[config.mk]
export PLATFORM = sky130hd
export DESIGN_NAME = bus_transfer_sequencer
export DESIGN_NICKNAME = d
export VERILOG_FILES = /design/src/rtl/cpu_bus_pkg.sv /design/src/rtl/onehot_decoder.sv /design/src/rtl/bus_transfer_sequencer.sv
export SDC_FILE = /design/constraint.sdc
export NUM_CORES = 1
export LEC_CHECK = 0
export ABC_CLOCK_PERIOD_IN_PS = 2690
export CELL_PAD_IN_SITES_DETAIL_PLACEMENT = 1
export CELL_PAD_IN_SITES_GLOBAL_PLACEMENT = 1
export CORE_AREA = 2 2 66 56
export DETAILED_ROUTE_END_ITERATION = 8
export DIE_AREA = 0 0 68 58
export HOLD_SLACK_MARGIN = 0.1
export PLACE_DENSITY_LB_ADDON = 0.08
export SLEW_MARGIN = 20
export SYNTH_ARGS = -nofsm -noshare
export SYNTH_HDL_FRONTEND = slang
export SYNTH_HIERARCHICAL = 1
export SYNTH_SLANG_ARGS = --single-unit
[constraint.sdc]
create_clock -name clk -period 2.69 [get_ports clk]
set_clock_uncertainty 0.15 [all_clocks]
set_input_delay 0.538 -clock clk [delete_from_list [all_inputs] [get_ports clk]]
set_output_delay 0.538 -clock clk [all_outputs]
set_load 0.005 [all_outputs]
[src/rtl/cpu_bus_pkg.sv]
// Shared 6502 internal-bus definitions: register indices, transfer sequencer states, idle bus level.
// No logic, no latency, no backpressure.
package cpu_bus_pkg;

  typedef enum logic [2:0] {
    AC  = 3'd0,
    X   = 3'd1,
    Y   = 3'd2,
    SP  = 3'd3,
    PCL = 3'd4,
    PCH = 3'd5,
    DL  = 3'd6,
    ALU = 3'd7
  } bus_reg_e;

  typedef enum logic [1:0] {
    IDLE    = 2'd0,
    DRIVE   = 2'd1,
    LATCH   = 2'd2,
    RELEASE = 2'd3
  } xfer_state_e;

  // The open-drain bus floats to all ones when no source drives it.
  localparam logic [7:0] BUS_IDLE_VALUE = 8'hFF;

endpackage

[src/rtl/onehot_decoder.sv]
// Index to one-hot decoder with enable; an index at or above N yields all zeros.
// Combinational, zero latency, no backpressure.
module onehot_decoder #(
  parameter int N     = 8,
  parameter int IDX_W = 3
) (
  input  logic             en,
  input  logic [IDX_W-1:0] idx,
  output logic [N-1:0]     onehot
);

  always_comb begin
    onehot = '0;
    for (int i = 0; i < N; i++) begin
      if (en && (int'(idx) == i)) onehot[i] = 1'b1;
    end
  end

endmodule

[src/rtl/bus_transfer_sequencer.sv]
// Break-before-make sequencer for register-to-register transfers on the shared latch bus.
// Latency: drive at N+1, latch at N+2, release/done at N+3; ready only in IDLE/RELEASE and never during flush.
module bus_transfer_sequencer
  import cpu_bus_pkg::*;
#(
  parameter int NUM_REGS = 8,
  parameter int IDX_W    = $clog2(NUM_REGS)
) (
  input  logic                clk,
  input  logic                rst,
  input  logic                req_valid,
  output logic                req_ready,
  input  logic [IDX_W-1:0]    req_src,
  input  logic [IDX_W-1:0]    req_dst,
  input  logic                req_dbus,
  input  logic                flush,
  output logic [NUM_REGS-1:0] busWrite_EN,
  output logic [NUM_REGS-1:0] busRead_EN,
  output logic                dataBusWrite_EN,
  output logic                done,
  output logic                err
);

  xfer_state_e         state_q, state_d;
  logic [IDX_W-1:0]    src_q, src_d;
  logic [IDX_W-1:0]    dst_q, dst_d;
  logic                dbus_q, dbus_d;
  logic [NUM_REGS-1:0] wr_en_q, wr_en_d;
  logic [NUM_REGS-1:0] rd_en_q, rd_en_d;
  logic                dbw_q, dbw_d;
  logic                done_q, done_d;
  logic                err_q, err_d;

  logic accept;
  logic legal;
  logic wr_act;
  logic rd_act;

  assign req_ready = ((state_q == IDLE) || (state_q == RELEASE)) && !flush;
  assign accept    = req_valid && req_ready;
  assign legal     = (req_src != req_dst) &&
                     (int'(req_src) < NUM_REGS) &&
                     (int'(req_dst) < NUM_REGS);

  always_comb begin
    state_d = state_q;
    src_d   = src_q;
    dst_d   = dst_q;
    dbus_d  = dbus_q;
    done_d  = 1'b0;
    err_d   = 1'b0;
    case (state_q)
      IDLE: begin
        if (accept) begin
          if (legal) begin
            src_d   = req_src;
            dst_d   = req_dst;
            dbus_d  = req_dbus;
            state_d = DRIVE;
          end else begin
            err_d = 1'b1;
          end
        end
      end
      DRIVE: begin
        state_d = flush ? IDLE : LATCH;
      end
      // The latch must close cleanly, so flush only cancels the completion report.
      LATCH: begin
        state_d = RELEASE;
        done_d  = !flush;
      end
      RELEASE: begin
        state_d = IDLE;
        if (accept) begin
          if (legal) begin
            src_d   = req_src;
            dst_d   = req_dst;
            dbus_d  = req_dbus;
            state_d = DRIVE;
          end else begin
            err_d = 1'b1;
          end
        end
      end
      default: state_d = IDLE;
    endcase
  end

  // Enables are decoded from the next state so they come straight off flops.
  assign wr_act = (state_d != IDLE);
  assign rd_act = (state_d == LATCH);
  assign dbw_d  = dbus_d && wr_act;

  onehot_decoder #(.N(NUM_REGS), .IDX_W(IDX_W)) u_src_dec (
    .en     (wr_act),
    .idx    (src_d),
    .onehot (wr_en_d)
  );

  onehot_decoder #(.N(NUM_REGS), .IDX_W(IDX_W)) u_dst_dec (
    .en     (rd_act),
    .idx    (dst_d),
    .onehot (rd_en_d)
  );

  always_ff @(posedge clk or posedge rst) begin
    if (rst) begin
      state_q <= IDLE;
      src_q   <= '0;
      dst_q   <= '0;
      dbus_q  <= 1'b0;
      wr_en_q <= '0;
      rd_en_q <= '0;
      dbw_q   <= 1'b0;
      done_q  <= 1'b0;
      err_q   <= 1'b0;
    end else begin
      state_q <= state_d;
      src_q   <= src_d;
      dst_q   <= dst_d;
      dbus_q  <= dbus_d;
      wr_en_q <= wr_en_d;
      rd_en_q <= rd_en_d;
      dbw_q   <= dbw_d;
      done_q  <= done_d;
      err_q   <= err_d;
    end
  end

  assign busWrite_EN     = wr_en_q;
  assign busRead_EN      = rd_en_q;
  assign dataBusWrite_EN = dbw_q;
  assign done            = done_q;
  assign err             = err_q;

endmodule

==> metrics.md <==
| Metric | Value |
|---|---|
| Hold path depth | `1` |
| Sw Pwr | `0.531 mW` |
| Commonest non-fill, non-tap cells in the layout | `clkdlybuf4s50_1, dfrtp_1, inv_1` |
| Worst hold start | `dbus_q` |
| Final antenna-violating net count | `0` |
| WL/cell | `between 15 and 20 µm` |
| Max clock buf depth | `2` |
| Final hold violation count | `0` |
| Root Buffer | `clkbuf_8` |
| Internal power | `roughly 1.1 mW` |
| Worst-path fanout max | `8` |
| Pre-antenna DRT Iters | `2` |
| WP data arrival | `2.59 ns` |
| Worst-Margin Slew | `around 0.43 ns` |
| Kind of critical path | `input pin to flip-flop` |
| CTS sink cnt | `28` |
| Worst hold endpoint | `dbus_q` |
| Sw frac | `32.5%` |
| Area of the core | `3280 µm²` |
| Clock Power Share | `around 16%` |
| Fillers | `335` |
| First-pass GRT wire length | `4350 µm` |
| CP Capture Type | `flip-flop` |
| Worst path bufs/invs | `1` |
| Vias | `787` |
| Vias in the first global route | `841` |
| Highest-delay cell along the critical path | `clkdlybuf4s50_1` |
| Initial Util | `36.3%` |
| Max_cap viols | `0` |
| Iteration-0 DRC Markers | `17` |
| Worst R2R Start | `state_q[0]` |
| Initial antenna violation count | `0` |
| Hold_ws | `approximately 0.36 ns` |
| Maximum vdd ir drop | `0.423 mV` |
| Top delay family on crit path | `compound AO/OA/AOI/OAI gates` |
| Share of layout cells above drive strength 1 | `between 30% and 40%` |
| Clk_lat worst skew | `0.28 ns` |
| Buffers added on ports | `30` |
| Synthesis Warnings | `6` |
| Synth Area per Inst | `14.9 µm²` |
| Post-route setup slack | `0.130 ns` |
| Final Core Density | `51.2%` |
| Peak Freq | `0.391 GHz` |
| Area grow syn2layout | `41.0%` |
| Period Utilization, post-route | `between 90 and 100%` |
| CTS H-tree lvls | `1` |
| FF-to-FF End | `busWrite_EN[0]` |
| Slew HR | `71.1%` |
| Run status | `complete, no violations` |
| Boundary Pins | `31` |
| Register share of total power | `a little under two fifths` |
| R2r worst-path depth | `7` |
| Reg-to-reg slack, setup | `around 0.14 ns` |
| Post-layout min period | `between 2 and 3 ns` |
| Sequential fraction of the synthesis area | `around three fifths` |
| Width of the die | `between 60 and 70 µm` |
| Startpoint Class | `input pin` |
| DP HPWL | `between 1500 and 2000 µm` |
| Post-Syn Instances | `80` |
| DRC viols | `0` |
| Count of hold-fix buffers inserted at cts | `0` |
| Final setup viols | `0` |
| # nets final | `137` |
| Placement Setup Slack | `-0.143 ns` |
| Comb power frac | `46.9%` |
| Required time worst endpoint | `2.71 ns` |
| Maximum number of pins on one net before global-route repair | `29` |
| Antenna Cells | `0` |
| CP cell instances | `clkdlybuf4s50_1, xnor2_1, a311oi_1, o32ai_1, nand2_1, and4_2` |
| Synth cell types | `21` |
| Die ar. | `between 3000 and 4000 µm²` |
| Commonest non-fill, non-tap cell in the layout | `clkdlybuf4s50_1` |
| Pwr/cell area | `971 nW/µm²` |
| CTS tree | `built` |
| RSZ-0062 raised after global routing | `no` |
| Die H | `58 µm` |
| Net Count, Synth | `95` |
| CTS buffer count | `3` |
| Worst path max stage delay | `0.46 ns` |
| Post-synthesis register bit count | `28` |
| Cell Rows | `19` |
| Routed wire length | `2620 µm` |
| Grt ovf | `0` |
| Leakage power | `about 0.76 nW` |
| DR vias/cell | `4.83` |
| Slew Limit Fails | `0` |
| Routability cong. | `0.766` |
| Synthesized cell area | `1190 µm²` |
| Hold Crit Class | `flip-flop to flip-flop` |
| Clock slew at reported path FFs | `0.10 ns` |
| Gr usage total | `between 10% and 20%` |
## routing by layer
| metal | vias to the layer above | share of wire, % | track usage [%] | wire length [µm] |
|---|---|---|---|---|
| met5 | - | 0 | 0 | 0 |
| met4 | 0 | 1.4 | 6.00 | 37 |
| met3 | 4 | 4.5 | 3.88 | 117 |
| met2 | 16 | 51 | 23.0 | 1330 |
| met1 | 395 | 43 | 20.8 | 1130 |
| li1 | 372 | - | - | - |
## stage by stage
step / cells / instance area [µm²] / setup TNS (ns) / total power [mW]
floorplan: 80 / 1190 / 0 / 1.01
global placement: 158 / 1590 / -0.227 / 1.33
detailed placement: 158 / 1590 / -1.89 / 1.36
CTS: 162 / 1640 / 0 / 1.63
global route: 163 / 1680 / 0 / 1.76
finish: 163 / 1680 / 0 / 1.63
## sequential cells by signal (all words and copies together) (netlist names)
register and cells:
busRead_EN 8, busWrite_EN 8, dst_q 3, src_q 3
state_q 2, dataBusWrite_EN 1, dbus_q 1, done 1
err 1
## Yosys cell counts
library cell / count / area, µm²
a21oi_1: 1 / 5.00
a21boi_2: 1 / 11.3
nand2_1: 3 / 11.3
o22a_2: 1 / 10.0
a311oi_1: 1 / 8.76
nand3_1: 1 / 5.00
and4b_2: 6 / 67.6
mux2_2: 6 / 67.6
and4bb_2: 6 / 75.1
and2b_2: 1 / 8.76
o32ai_1: 1 / 8.76
inv_1: 7 / 26.3
ha_1: 4 / 50.1
a31oi_4: 1 / 21.3
mux2_4: 1 / 15.0
or3b_4: 1 / 11.3
and4_2: 2 / 20.0
nor4b_2: 2 / 30.0
dfrtp_1: 28 / 701
xnor2_1: 3 / 26.3
nor2_1: 3 / 11.3
## repair_timing
item,CTS,global route
setup endpoints to repair,0,15
setup buffers,0,1
gates resized for setup,0,2
## worst max path at each step
| stage | from | to | slack (ns) | cells past startpoint |
|---|---|---|---|---|
| after floorplan | state_q[0] | busRead_EN[3] | 0.35 | 6 |
| after global placement | req_valid | busRead_EN[3] | -0.03 | 5 |
| after detailed placement | req_dst[1] | busWrite_EN[7] | -0.14 | 6 |
| after CTS | state_q[0] | busWrite_EN[0] | 0.07 | 6 |
| after global routing | req_dst[0] | busRead_EN[0] | 0.01 | 8 |
| final | req_dst[0] | busWrite_EN[7] | 0.13 | 6 |
## power groups by stage
stage                     combinational (mW)  clock (mW)  sequential, mW
after global placement                 0.726           0           0.604
after floorplan                        0.404           0           0.610
final                                  0.766       0.265           0.600
after global routing                   0.844       0.297           0.618
after CTS                              0.755       0.274           0.602
after detailed placement               0.750           0           0.610
## cell families after synthesis
group | Yosys count | share of synthesized area [%]
flops | 28 | 58.8
simple gates | 25 | 20.2
buf+inv | 7 | 2.21
mux | 7 | 6.93
compound gates | 6 | 5.46
fa+ha+maj | 4 | 4.20
xor+xnor | 3 | 2.21
## area by class of cell
type                            count  area, µm²  area share, %
Inverter                            7       26.3           1.56
Clock buffer                        4       55.1           3.28
Tap cell                           42       52.6           3.13
Multi-Input combinational cell     45        479           28.5
Sequential cell                    28        701           41.7
Timing Repair Buffer               37        365           21.8
No activity file was read; power rests on OpenSTA's default activity.
==> edit: new RTL, config.mk and constraints unchanged <==
Set the parameter `NUM_REGS` to 4 (it was 8).
--- a/src/rtl/bus_transfer_sequencer.sv
+++ b/src/rtl/bus_transfer_sequencer.sv
@@ -4,5 +4,5 @@
   import cpu_bus_pkg::*;
 #(
-  parameter int NUM_REGS = 8,
+  parameter int NUM_REGS = 4,
   parameter int IDX_W    = $clog2(NUM_REGS)
 ) (
Interface: changed (resized busRead_EN, busWrite_EN, req_dst and req_src); port bits go from 31 to 21. No check against the original RTL was run, so the function may have changed too.
==> edit against the original RTL <==
Critical path depth grew 1. Design area down 33%. Power fell by 32%. Routed wire length is 40% lower. Sequential power is 34% lower. Clock power fell by 18%. Sequential cell count fell by 10. Critical path type is now flip-flop to flip-flop. Setup slack gained 170 ps. Register-to-register slack improved by 160 ps. Hold slack lost 9.4 ps. Via count shrank 28%. Area after synthesis down 35%. Count of clock-buffer cells in the layout unchanged.
==> edit: results (changes against the original RTL) <==
status=completed (unchanged); worst reg2reg endpoint=busWrite_EN[3] (was busWrite_EN[0]); largest cells by area after synthesis=dfrtp_1, nand2_1, ha_1 (was dfrtp_1, and4bb_2, and4b_2); root cell of the clock tree=clkbuf_8 (unchanged); Starting DRT DRC Count=20 (was 17); Seq/Total Area, Yosys=57.9% (was 58.8%); synth cell count leaders=dfrtp_1, nand2_1, inv_1 (was dfrtp_1, inv_1, and4b_2, and4bb_2, mux2_2); largest net degree at the start of global routing=19 (was 29); H-tree depth=1 (unchanged); Placement Cell Area=1070 um^2 (was 1590 um^2); Min Clock Period, post-route=2390 ps (was 2560 ps); fillers=370 (was 335); proportion of layout cells with a drive suffix above 1=16.5% (was 33.9%); IO buf count=20 (was 30); Net Sw Power=342 uW (was 531 uW); Final Wtd Congestion=0.669 (was 0.766); total track usage=9.76% (was 15.2%); VDD IR-drop max=0.000385 V (was 0.000423 V); critical path peak fanout=6 (was 8); Static Leak=0.000551 uW (was 0.000755 uW); wire length per cell=11.3 um (was 16.1 um); arrival time worst endpoint=2380 ps (was 2590 ps); pre-CTS WS=40.1 ps (was -143 ps); Worst-Skew Late Latency=250 ps (was 280 ps); final net count=111 (was 137); HPWL Detailed=1180 um (was 1830 um); Pre-Repair DR Iteration Count=3 (was 2); Syn Nets=81 (was 95); sequential cell area=450 um^2 (was 701 um^2); Netlist cell types=18 (was 21); Clock transition at path regs=70 ps (was 100 ps); global-route wire length before repair=2780 um (was 4350 um); reg2reg setup slack=300 ps (was 140 ps); Vias/cell=4.10 (was 4.83); Rel. slew slack=54.8% (was 71.1%); vias in the first global route=599 (was 841)
-- edit: changes by cell type after synthesis, moves of 2 or more --
cell,delta
dfrtp_1,-10
nor3b_2,+2
and3_2,+2
nor4b_2,-2
and4b_2,-6
nand2_1,+12
and3b_1,+4
and4bb_2,-6
mux2_2,-6
and4_2,-2
-- edit: layer usage --
layer	vias up	routed length (um)	track usage, %
met3	2	140	5.05
met5	-	0	0
li1	277	-	-
met4	0	17	2.57
met2	16	680	14.4
met1	275	732	12.6
-- edit: per-stage QoR --
step | hold WS (ps) | instances
final | 350 | 139
after floorplan | 314 | 68
after detailed placement | 327 | 135
after CTS | 353 | 139
after global routing | 365 | 139
after global placement | 331 | 135
-- edit: cell families (layout without fill, tap and decap cells) --
group / after synthesis / in the layout / share of synthesized area, %
multiplexers: 1 / 1 / 1.93
XOR/XNOR: 2 / 2 / 2.25
AO/OA/AOI/OAI: 7 / 7 / 7.07
flip-flops: 18 / 18 / 57.9
adder cells (fa/ha/maj): 4 / 4 / 6.43
AND/OR/NAND/NOR: 29 / 29 / 21.1
buffers and inverters: 7 / 36 / 3.38
-- edit: layout make-up --
class                   count  area share, %
multi-input cells          43           26.8
flip-flops and latches     18           40.1
repair buffers             25           21.2
well taps                  42           4.68
clock buffers               4           4.90
inverters                   7           2.34
-- edit: worst max path at each step --
| stage | from | endpoint | cells past startpoint |
|---|---|---|---|
| after global routing | state_q[0] | busWrite_EN[3] | 7 |
| after floorplan | state_q[0] | busWrite_EN[3] | 7 |
| after detailed placement | flush | busWrite_EN[3] | 6 |
| after CTS | state_q[0] | busWrite_EN[3] | 7 |
| final | state_q[0] | busWrite_EN[3] | 7 |
| after global placement | flush | busWrite_EN[3] | 6 |
-- edit: power by group through the flow --
stage / combinational [uW] / sequential, uW / clock, uW
2_1_floorplan: 249 / 407 / 0
3_3_place_gp: 497 / 403 / 0
3_5_place_dp: 497 / 405 / 0
4_1_cts: 500 / 401 / 228
5_1_grt: 560 / 411 / 240
6_report: 490 / 399 / 218
-- edit: critical path: stages, from the launching register on --
cell,delay [ps]
dfrtp_1,380
inv_1,80
ha_1,320
or3b_4,410
a21o_4,220
a31oi_1,320
nand2_1,160
and3_2,230
